[src/rtl/pll_seq_pkg.sv]
// State encoding, default timing constants and counter sizing for the PLL lock sequencer.
package pll_seq_pkg;

    typedef enum logic [2:0] {
        HOLD      = 3'd0,
        WAIT_LOCK = 3'd1,
        STABLE    = 3'd2,
        RUN       = 3'd3,
        FAIL      = 3'd4
    } pll_state_t;

    localparam int DEF_RST_HOLD_CYC     = 16;
    localparam int DEF_LOCK_TIMEOUT_CYC = 27000;  // 1 ms at 27 MHz
    localparam int DEF_STABLE_CYC       = 1024;
    localparam int DEF_MAX_RETRY        = 3;

    // One counter serves all timed states, so it is sized for the longest one.
    function automatic int cnt_width(input int a, input int b, input int c);
        int m;
        m = (a > b) ? a : b;
        m = (m > c) ? m : c;
        return (m > 1) ? $clog2(m) : 1;
    endfunction

endpackage

[src/rtl/sync2.sv]
// Generic two-flop synchronizer into the core_clk domain, cleared to 0 on arst_n.
// Latency: 2 core_clk cycles. Backpressure: none, level signals only.
// Pulses narrower than a core_clk period may be missed.
module sync2 #(
    parameter int WIDTH = 1
) (
    input  logic             core_clk,
    input  logic             arst_n,
    input  logic [WIDTH-1:0] async_dat,
    output logic [WIDTH-1:0] sync_dat
);

    logic [WIDTH-1:0] meta_dat;

    always_ff @(posedge core_clk or negedge arst_n) begin
        if (!arst_n) begin
            meta_dat <= '0;
            sync_dat <= '0;
        end else begin
            meta_dat <= async_dat;
            sync_dat <= meta_dat;
        end
    end

endmodule

[src/rtl/pll_lock_sequencer.sv]
// Brings up the board PLL: hold its reset, wait for lock with bounded retries, qualify lock, release core reset.
// Latency: pll_lock rise to core_resetn rise is 2 sync cycles + 1 transition cycle + STABLE_CYC.
// Backpressure: none; relock_req is accepted in any state and overrides every other event that cycle.
module pll_lock_sequencer
    import pll_seq_pkg::*;
#(
    parameter int RST_HOLD_CYC     = DEF_RST_HOLD_CYC,
    parameter int LOCK_TIMEOUT_CYC = DEF_LOCK_TIMEOUT_CYC,
    parameter int STABLE_CYC       = DEF_STABLE_CYC,
    parameter int MAX_RETRY        = DEF_MAX_RETRY
) (
    input  logic       sys_clk,
    input  logic       sys_resetn,
    input  logic       pll_lock,
    input  logic       relock_req,
    output logic       pll_reset,
    output logic       core_resetn,
    output logic       locked,
    output logic       fail,
    output logic       lock_lost,
    output logic [3:0] retry_cnt
);

    localparam int             CW           = cnt_width(RST_HOLD_CYC, LOCK_TIMEOUT_CYC, STABLE_CYC);
    localparam logic [CW-1:0]  HOLD_LAST    = CW'(RST_HOLD_CYC - 1);
    localparam logic [CW-1:0]  TIMEOUT_LAST = CW'(LOCK_TIMEOUT_CYC - 1);
    localparam logic [CW-1:0]  STABLE_LAST  = CW'(STABLE_CYC - 1);
    localparam logic [3:0]     RETRY_LIMIT  = 4'(MAX_RETRY);

    pll_state_t    state_q;
    pll_state_t    state_d;
    logic [CW-1:0] cnt_q;
    logic [CW-1:0] cnt_d;
    logic [3:0]    retry_d;
    logic          lock_s;
    logic          lost_d;
    logic          restart;
    logic          counting;

    // The PLL lock pin is asynchronous to the board clock.
    sync2 #(
        .WIDTH(1)
    ) u_lock_sync (
        .core_clk  (sys_clk),
        .arst_n    (sys_resetn),
        .async_dat (pll_lock),
        .sync_dat  (lock_s)
    );

    always_comb begin
        state_d  = state_q;
        retry_d  = retry_cnt;
        lost_d   = 1'b0;
        restart  = 1'b0;
        counting = 1'b0;
        cnt_d    = cnt_q;

        case (state_q)
            HOLD: begin
                if (cnt_q == HOLD_LAST) state_d = WAIT_LOCK;
            end
            WAIT_LOCK: begin
                if (lock_s) begin
                    state_d = STABLE;
                end else if (cnt_q == TIMEOUT_LAST) begin
                    if (retry_cnt == RETRY_LIMIT) begin
                        state_d = FAIL;
                    end else begin
                        retry_d = retry_cnt + 4'd1;
                        state_d = HOLD;
                    end
                end
            end
            STABLE: begin
                // A dropout restarts the lock wait but is not a failed attempt.
                if (!lock_s) begin
                    state_d = WAIT_LOCK;
                end else if (cnt_q == STABLE_LAST) begin
                    state_d = RUN;
                end
            end
            RUN: begin
                if (!lock_s) begin
                    state_d = HOLD;
                    lost_d  = 1'b1;
                end
            end
            FAIL: begin
                state_d = FAIL;
            end
            default: begin
                state_d = HOLD;
            end
        endcase

        if (state_d == RUN) retry_d = 4'd0;

        if (relock_req) begin
            state_d = HOLD;
            retry_d = 4'd0;
            lost_d  = 1'b0;
        end

        // Counter restarts on any state change, and on a relock even from HOLD.
        restart  = relock_req || (state_d != state_q);
        counting = (state_d == HOLD) || (state_d == WAIT_LOCK) || (state_d == STABLE);
        if (restart) begin
            cnt_d = '0;
        end else if (counting) begin
            cnt_d = cnt_q + 1'b1;
        end
    end

    // Outputs are decoded from the next state so each state's outputs appear in its first cycle.
    always_ff @(posedge sys_clk or negedge sys_resetn) begin
        if (!sys_resetn) begin
            state_q     <= HOLD;
            cnt_q       <= '0;
            retry_cnt   <= 4'd0;
            pll_reset   <= 1'b1;
            core_resetn <= 1'b0;
            locked      <= 1'b0;
            fail        <= 1'b0;
            lock_lost   <= 1'b0;
        end else begin
            state_q     <= state_d;
            cnt_q       <= cnt_d;
            retry_cnt   <= retry_d;
            pll_reset   <= (state_d == HOLD) || (state_d == FAIL);
            core_resetn <= (state_d == RUN);
            locked      <= (state_d == RUN);
            fail        <= (state_d == FAIL);
            lock_lost   <= lost_d;
        end
    end

endmodule

[config.mk]
export PLATFORM = sky130hd
export DESIGN_NAME = pll_lock_sequencer
export DESIGN_NICKNAME = d
export VERILOG_FILES = /design/src/rtl/pll_seq_pkg.sv /design/src/rtl/sync2.sv /design/src/rtl/pll_lock_sequencer.sv
export SDC_FILE = /design/constraint.sdc
export NUM_CORES = 1
export LEC_CHECK = 0
export ABC_AREA = 0
export CAP_MARGIN = 20
export CORE_MARGIN = 1.5
export CORE_UTILIZATION = 35
export CTS_CLUSTER_DIAMETER = 200
export DETAILED_ROUTE_END_ITERATION = 6
export PLACE_DENSITY_LB_ADDON = 0.25
export REMOVE_ABC_BUFFERS = 1
export SYNTH_ARGS = -nofsm -noshare
export SYNTH_HDL_FRONTEND = slang
export SYNTH_SLANG_ARGS = --single-unit
[constraint.sdc]
create_clock -name sys_clk -period 4.13 [get_ports sys_clk]
set_input_delay 0.826 -clock sys_clk [delete_from_list [all_inputs] [get_ports sys_clk]]
set_output_delay 0.826 -clock sys_clk [all_outputs]
set_load 0.005 [all_outputs]
# == Yosys cells after proc, flatten, opt, wreduce, memory -nomap -nowiden ==
# Index checks and enable logic that the tools add are counted.
# classes
n_addsub,2
eq_ne,16
muxes,20
reduce_logical,10
# op_table
operator,n
2-to-1 mux 15 bit,2
2-to-1 mux 3 bit,8
2-to-1 mux 4 bit,6
"adder 15 x 1 -> 15 bit, second input constant",1
"equality test 15 x 10 -> 1 bit, second input constant",1
"equality test 15 bit, second input constant",1
"equality test 15 x 4 -> 1 bit, second input constant",1
"equality test 3 x 2 -> 1 bit, second input constant",5
one-hot mux 3 bit (5 select lines),1
"equality test 3 x 1 -> 1 bit, second input constant",2
"equality test 3 bit, second input constant",2
zero test 3 bit,2
nonzero test 3 bit,2
"adder 4 x 1 -> 4 bit, second input constant",1
"equality test 4 x 2 -> 1 bit, second input constant",1
logical OR 1 bit,4
AND reduction 4 bit,1
2-to-1 mux 1 bit,3
"!= test 3 x 2 -> 1 bit, second input constant",1
!= test 3 bit,1
"!= test 3 bit, second input constant",1
nonzero test 2 bit,1
# totals
reg_bits,28
in_bits,4
output_inout_bits,9
wordCells,57

# == Longest topological paths before layout ==
# Gate-level depths: netlist of run 1.
# logic_depth
ltp_word,11
ltp_mapped,8
depth_no_buf,6

# == Hierarchy ==
# From an unflattened synthesis of run 1, not the netlist that was laid out.
# unflattened
cells_unflattened,184
area_unflattened_um2,1711.6
# by_module_without_submodules
mod,instances,cells_each,area_each_um2,seq_area_each_um2
pll_lock_sequencer,1,182,1661.6,651.9
sync2,1,2,50.0,50.0

# == Worst setup path after synthesis of run 1 ==
# Ideal clock, no wire load.
# synth_path
path_type,input to register
start,input port relock_req
end,register cnt_q[0]
setup_time_ns,0.082
t_arrival_ns,2.083
required_ns,4.048
path_slack_ns,1.965
cell_stages,6
n_path_buf,2
path_cell_list,clkbuf_1 > nor4_1 > a22oi_4 > a21o_2 > buf_4 > a22oi_2
# synth_via
elab_chain_len,5
word_cells_on_any_way,10
cone_classes,3 x eq/ne; 2 x mux; 5 x reduce/logical
# synth_rtl
element,line_no,rtl
"start, declared",pll_lock_sequencer.sv:15,"input logic relock_req,"
2-to-1 mux 3 bit,pll_lock_sequencer.sv:98,if (relock_req) begin
equality test 3 x 1 -> 1 bit / zero test 3 bit (equally long branches),pll_lock_sequencer.sv:106,counting = (state_d == HOLD) || (state_d == WAIT_LOCK) || (state_d == STABLE);
logical OR 1 bit (2 in a row),pll_lock_sequencer.sv:106,
nonzero test 2 bit (no source line),--,
"end signal, assigned",pll_lock_sequencer.sv:127,cnt_q <= cnt_d;
"end, declared",pll_lock_sequencer.sv:32,logic [CW-1:0] cnt_q;
# Parallel ways exist; a longest one is shown, timed or not.
# A chain may end at the register's enable or synchronous reset.

# == Worst setup path in the final report of run 1 ==
# layout_path
start,input port relock_req
end,register cnt_q[14]
# The elaborated chain is that of the path after synthesis.

==> results.yml, run 1 <==
synth:
  synth_commonest_cells: "27 x dfrtp_1, 9 x or4_1"
  ys_warn_count: 0
  synth.area.mux_share_pct: 0.599
  ys_types: 54
  yosys.area_share.adder_pct: 1.50
  postSynthCellCount: 160
  synth-async-reset-ratio_pct: 100
  synth-seq-cells: 28
  synth_ff_type: "dfrtp_1"
  synth_top_family_by_area: "simple AND/OR/NAND/NOR gates"
  synthesis.area_um2: 1670
  post-synth-top-count-cell: "dfrtp_1"
  synth_seq_area_share_pct: 42.0
  ys_top_cells_by_area: "dfrtp_1 40%, a22oi_2 4.5%, or4_1 4.0%"
  yosysTopAreaCellShare_pct: 40.4
  synth_xor_area_share_pct: 5.24
  yosysTopAreaCell: "dfrtp_1"
  syn_area_per_cell_um2: 10.4
  synth_edf_count: 0
  synth-simple-area-share_pct: 25.1
  synth_compound_area_share_pct: 21.6
clock_tree:
  cts_inserted_buffers: 3
  cts_root_buf: "clkbuf_8"
  cts.reportedPaths.clkPinSlew_ns: 0.09
  cts_tree: "yes"
  post_cts_resized: 0
  post_cts_buffers: 0
  clock_latency_ns: 0.27
  htreeDepth: 1
  cts_sinks: 28
  ctsHoldBuffers: 0
  clockBufferDepth: 2
worst_setup_path:
  crit_path_start_kind: "input port"
  crit_type: "in2reg"
  end_kind: "flip-flop"
  worst-path-max-fanout: 12
  cp_data_arrival_time_ns: 2.98
  r2r_slack_ns: 1.55
  required_ns: 4.32
status:
  outcome: "completed"
routing:
  drtAntennaViolNets: 0
  wl_per_cell_um: 16.3
  drtIter0Drc: 68
  vias: 1326
  drc: 0
  firstDrtPassIters: 4
  viasPerCell: 6.03
  wirelength_mm: 3.59
placement:
  post-dp-hpwl_mm: 2.50
  gp_congestion: 0.821
  io_buffers: 12
floorplan:
  io_pins: 13
  initial_core_util_pct: 37.4
  die_x_um: 72.1
  core.rowCount: 24
  die-area_um2: 5200
  die_h_um: 72.1
  core_region_area_um2: 4470
timing:
  fmax_mhz: 358
  hold_viol_final: 0
  whs_ns: 0.356
  min_period_ns: 2.79
  finalCritPeriodShare_pct: 67.7
  timing_worst_slew_pin_value_ns: 0.543
  tns_ns: 0
  skew_ns: 0.00500
  rsz0062_at_grt: "false"
  relSlewSlack_pct: 63.5
  slew_violations: 0
  setup_viol: 0
global_route:
  grt-ovfl-total: 0
  antenna_found_initial: 0
  globalRouteTotalUtil_pct: 14.9
  grt_pass1_wl_mm: 6.18
  grt_pass1_vias: 1300
  grt_max_degree: 29
power_and_ir_drop:
  p_total_w: 0.000521
  power_density_nw_per_um2: 277
  power.leakage_nw: 0.693
  ir_drop_v: 0.000183
cells_and_area:
  synthToLayoutAreaGrowth_pct: 12.6
  finalNetCount: 175
  n_antenna_cell: 0
  final_core_util_pct: 42.1
  drive_gt1_share_pct: 13.1
job:
  maxCapViolations: 0
min_path:
  hp-class: "reg2reg"
per-stage QoR:
| step | setup WS (ns) | cell area, um^2 | cells |
|---|---|---|---|
| finish | 1.34 | 1880 | 220 |
| global route | 1.24 | 1880 | 220 |
| CTS | 1.35 | 1880 | 220 |
| detailed placement | 1.06 | 1810 | 216 |
| global placement | 1.13 | 1810 | 216 |
| floorplan | 1.95 | 1620 | 151 |
cell families (layout without fill, tap and decap cells):
kind of cell,count (synthesis),count (layout)
mux,1,1
xor+xnor,10,10
fa+ha+maj,2,2
buf+inv,12,20
simple gates,64,64
flops,28,28
compound gates,43,43
registers in the layout (all words and copies together) (netlist names):
name / flops
cnt_q: 15
fail: 1
lock_lost: 1
locked: 1
pll_reset: 1
retry_cnt: 4
state_q: 3
u_lock_sync.meta_dat: 1
u_lock_sync.sync_dat: 1
final cells by class:
class,count,area [um^2]
Clock buffer,3,41.3
Clock inverter,1,30.0
Fill cell,437,2590
Inverter,3,11.3
Multi-Input combinational cell,120,905
Sequential cell,28,702
Tap cell,52,65.1
Timing Repair Buffer,13,128
power breakdown:
part	internal [W]	switching [W]	leakage, nW	total, W
Clock	0.000130	0.0000845	0.0357	0.000214
Combinational	0.0000104	0.0000151	0.276	0.0000255
Sequential	0.000277	0.00000392	0.381	0.000281
Total	0.000417	0.000103	0.693	0.000521
final timing paths:
| check | start | to | depth (start not counted) |
|---|---|---|---|
| worst max-delay path | relock_req | cnt_q[14] | 6 |
| worst min-delay path | u_lock_sync.meta_dat | u_lock_sync.sync_dat | 0 |
| worst max register to register | cnt_q[0] | cnt_q[14] | 6 |
| worst min register to register | u_lock_sync.meta_dat | u_lock_sync.sync_dat | 0 |
| max in group asynchronous | sys_resetn | pll_reset | 2 |
| min in group asynchronous | sys_resetn | retry_cnt[1] | 2 |
metal layers:
layer | track usage, % | vias up | part of all wire [%]
met5 | 0 | - | 0
met4 | 2.52 | 0 | 1.0
met3 | 3.19 | 4 | 3.7
met2 | 25.4 | 27 | 50
met1 | 19.9 | 650 | 46
li1 | - | 645 | -
worst max-delay path, cell delays in order:
cell,delay (ns)
clkdlybuf4s50_1,0.70
or4b_1,0.29
and4_1,0.31
o21ai_1,0.15
or4_1,0.51
a22oi_2,0.18
cells in the final DEF (no fill, tap or decap), types with 3 or more instances in the layout:
master | synthesis | layout
o21ai_0 | 4 | 4
nand3_1 | 7 | 7
xor2_1 | 7 | 7
nand2_1 | 4 | 4
dfrtp_1 | 27 | 27
and3_1 | 3 | 3
nor3_1 | 6 | 6
nand4_1 | 3 | 3
clkbuf_8 | 0 | 3
a22oi_2 | 6 | 6
clkdlybuf4s50_1 | 0 | 12
xnor2_1 | 3 | 3
or4_1 | 9 | 9
a22oi_1 | 3 | 3
a21oi_1 | 7 | 7
o2111ai_1 | 3 | 3
nor4_1 | 5 | 5
inv_1 | 3 | 3
nor2_1 | 6 | 6
o31ai_1 | 7 | 7
(Power assumes the default switching activity.)
==> run 2, diff against run 1 <==
==> constraint.sdc (replaced) <==
create_clock -name sys_clk -period 2.31 [get_ports sys_clk]
set_input_delay 0.462 -clock sys_clk [delete_from_list [all_inputs] [get_ports sys_clk]]
set_output_delay 0.462 -clock sys_clk [all_outputs]
set_load 0.005 [all_outputs]
==> run 2 against run 1 <==
  * Sequential power is 78% higher
  * Global-route usage increased by 2.2 points
  * Routed wire length increased by 14%
  * Clock skew is 0.00067 ns lower
  * Clock power grew 48%
  * Clock-buffer cell count up 1
  * Via count up 11%
  * Sequential share of layout area fell by 4.3 points
  * Sequential cell count is the same
  * Utilization grew 5.5 points
  * Critical endpoint is now cnt_q[11]
  * Register-to-register slack got worse by 1.4 ns
  * Design area is 13% higher
==> results.yml, run 2 (synthesis results as in run 1) <==
routing:
  wl_per_cell_um: 16.4
  viasPerCell: 5.91
  drc: 0
  drtIter0Drc: 80
  firstDrtPassIters: 4
  vias: 1472
  drtAntennaViolNets: 0
  wirelength_mm: 4.09
cells_and_area:
  largest-register: "cnt_q"
  final_common_cell: "buf_4"
  final_core_util_pct: 47.6
  finalNetCount: 204
  post-route-cell-area_um2: 2130
  fin_cells: 249
  n_antenna_cell: 0
  final_cell_mix: "29 x buf_4, 27 x dfrtp_1, 12 x clkdlybuf4s50_1"
  nFillCells: 416
  drive_gt1_share_pct: 27.4
  largest_reg_flops: 15
  synthToLayoutAreaGrowth_pct: 27.3
  top_regs: "cnt_q: 15 flops, retry_cnt: 4 flops, state_q: 3 flops"
timing:
  tns_ns: 0
  timing_worst_slew_pin_value_ns: 0.534
  fmax_mhz: 460
  finalCritPeriodShare_pct: 94.0
  setup_viol: 0
  min_period_ns: 2.17
  slew_violations: 0
  relSlewSlack_pct: 64.3
  skew_ns: 0.00433
  hold_viol_final: 0
worst_setup_path:
  crit_type: "reg2reg"
  cp_data_arrival_time_ns: 2.37
  max_stage_delay_ns: 0.40
  path_buf_inv: 4
  crit_slowest_cell: "dfrtp_1"
  end_kind: "flip-flop"
  crit_path_frequent_cell: "buf_4"
  cp_cell_sequence: "ha_1, nand4bb_1, buf_4, nor4_1, buf_4, a2111oi_2, buf_4, nand3_2, buf_12, a22oi_1"
  crit_path_start_kind: "flip-flop"
  required_ns: 2.50
  worst-path-max-fanout: 15
  cpLargestDelayFamily: "buffers and inverters"
clock_tree:
  cts_sinks: 28
  cts_root_buf: "clkbuf_8"
  clock_latency_ns: 0.28
  ctsHoldBuffers: 0
  cts_inserted_buffers: 3
  clockBufferDepth: 2
  cts_tree: "yes"
  htreeDepth: 1
  cts.reportedPaths.clkPinSlew_ns: 0.10
job:
  maxCapViolations: 0
floorplan:
  die_h_um: 72.1
  initial_core_util_pct: 37.4
  die-area_um2: 5200
  core.rowCount: 24
  core_region_area_um2: 4470
  io_pins: 13
  die_x_um: 72.1
global_route:
  grt-ovfl-total: 0
  grt_pass1_wl_mm: 7.09
  grt_max_degree: 29
  grt_pass1_vias: 1498
  antenna_found_initial: 0
  globalRouteTotalUtil_pct: 17.1
power_and_ir_drop:
  ir_drop_v: 0.000449
  p_total_w: 0.000884
  power_density_nw_per_um2: 415
  power.leakage_nw: 0.841
placement:
  dp.cells: 245
  io_buffers: 12
  placed_area_um2: 2040
  gp_congestion: 0.942
  post-dp-hpwl_mm: 3.02
status:
  outcome: "completed"
min_path:
  hp-class: "reg2reg"
==> run 2: path summary, 6_finish.rpt <==
check / from / to / slack [ns] / cells after the start
worst max register to register: cnt_q[0] / cnt_q[11] / 0.14 / 10
min in group asynchronous: sys_resetn / cnt_q[5] / 0.56 / 2
max in group asynchronous: sys_resetn / pll_reset / 1.44 / 2
worst min-delay path: u_lock_sync.meta_dat / u_lock_sync.sync_dat / 0.36 / 0
worst max-delay path: cnt_q[0] / cnt_q[11] / 0.14 / 10
worst min register to register: u_lock_sync.meta_dat / u_lock_sync.sync_dat / 0.36 / 0
==> run 2: layer usage <==
layer,wire [um],GRT usage (%),vias up
met5,0,0,-
met4,37,4.19,0
met3,170,3.33,4
met2,1980,28.7,41
met1,1900,22.9,727
li1,-,-,700
==> run 2: timing repair <==
item / 4_1_cts / 5_1_grt
gates resized for setup: 0 / 7
endpoints found under the hold margin: 0 / 0
endpoints found under the setup margin: 0 / 15
setup buffers: 0 / 0
==> run 2: cell type report <==
type | count | area [um^2] | area share, %
repair buffers | 42 | 358 | 16.8
multi-input cells | 120 | 937 | 44.0
inverters | 3 | 11.3 | 0.529
well taps | 52 | 65.1 | 3.06
flip-flops and latches | 28 | 702 | 33.0
clock buffers | 4 | 55.1 | 2.59
==> run 2: where the power goes <==
part           switching, W  internal [W]  leakage [nW]  total (W)
Sequential       0.00000483      0.000496         0.381   0.000501
Combinational     0.0000327     0.0000334         0.432  0.0000661
Clock              0.000164      0.000153        0.0288   0.000317
==> run 2: stage by stage <==
| step | hold slack [ns] | worst slack (ns) |
|---|---|---|
| global route | 0.377 | -0.0150 |
| finish | 0.361 | 0.138 |
| CTS | 0.361 | 0.0266 |
| detailed placement | 0.335 | -0.0797 |
| global placement | 0.334 | -0.0209 |
| floorplan | 0.166 | 0.133 |
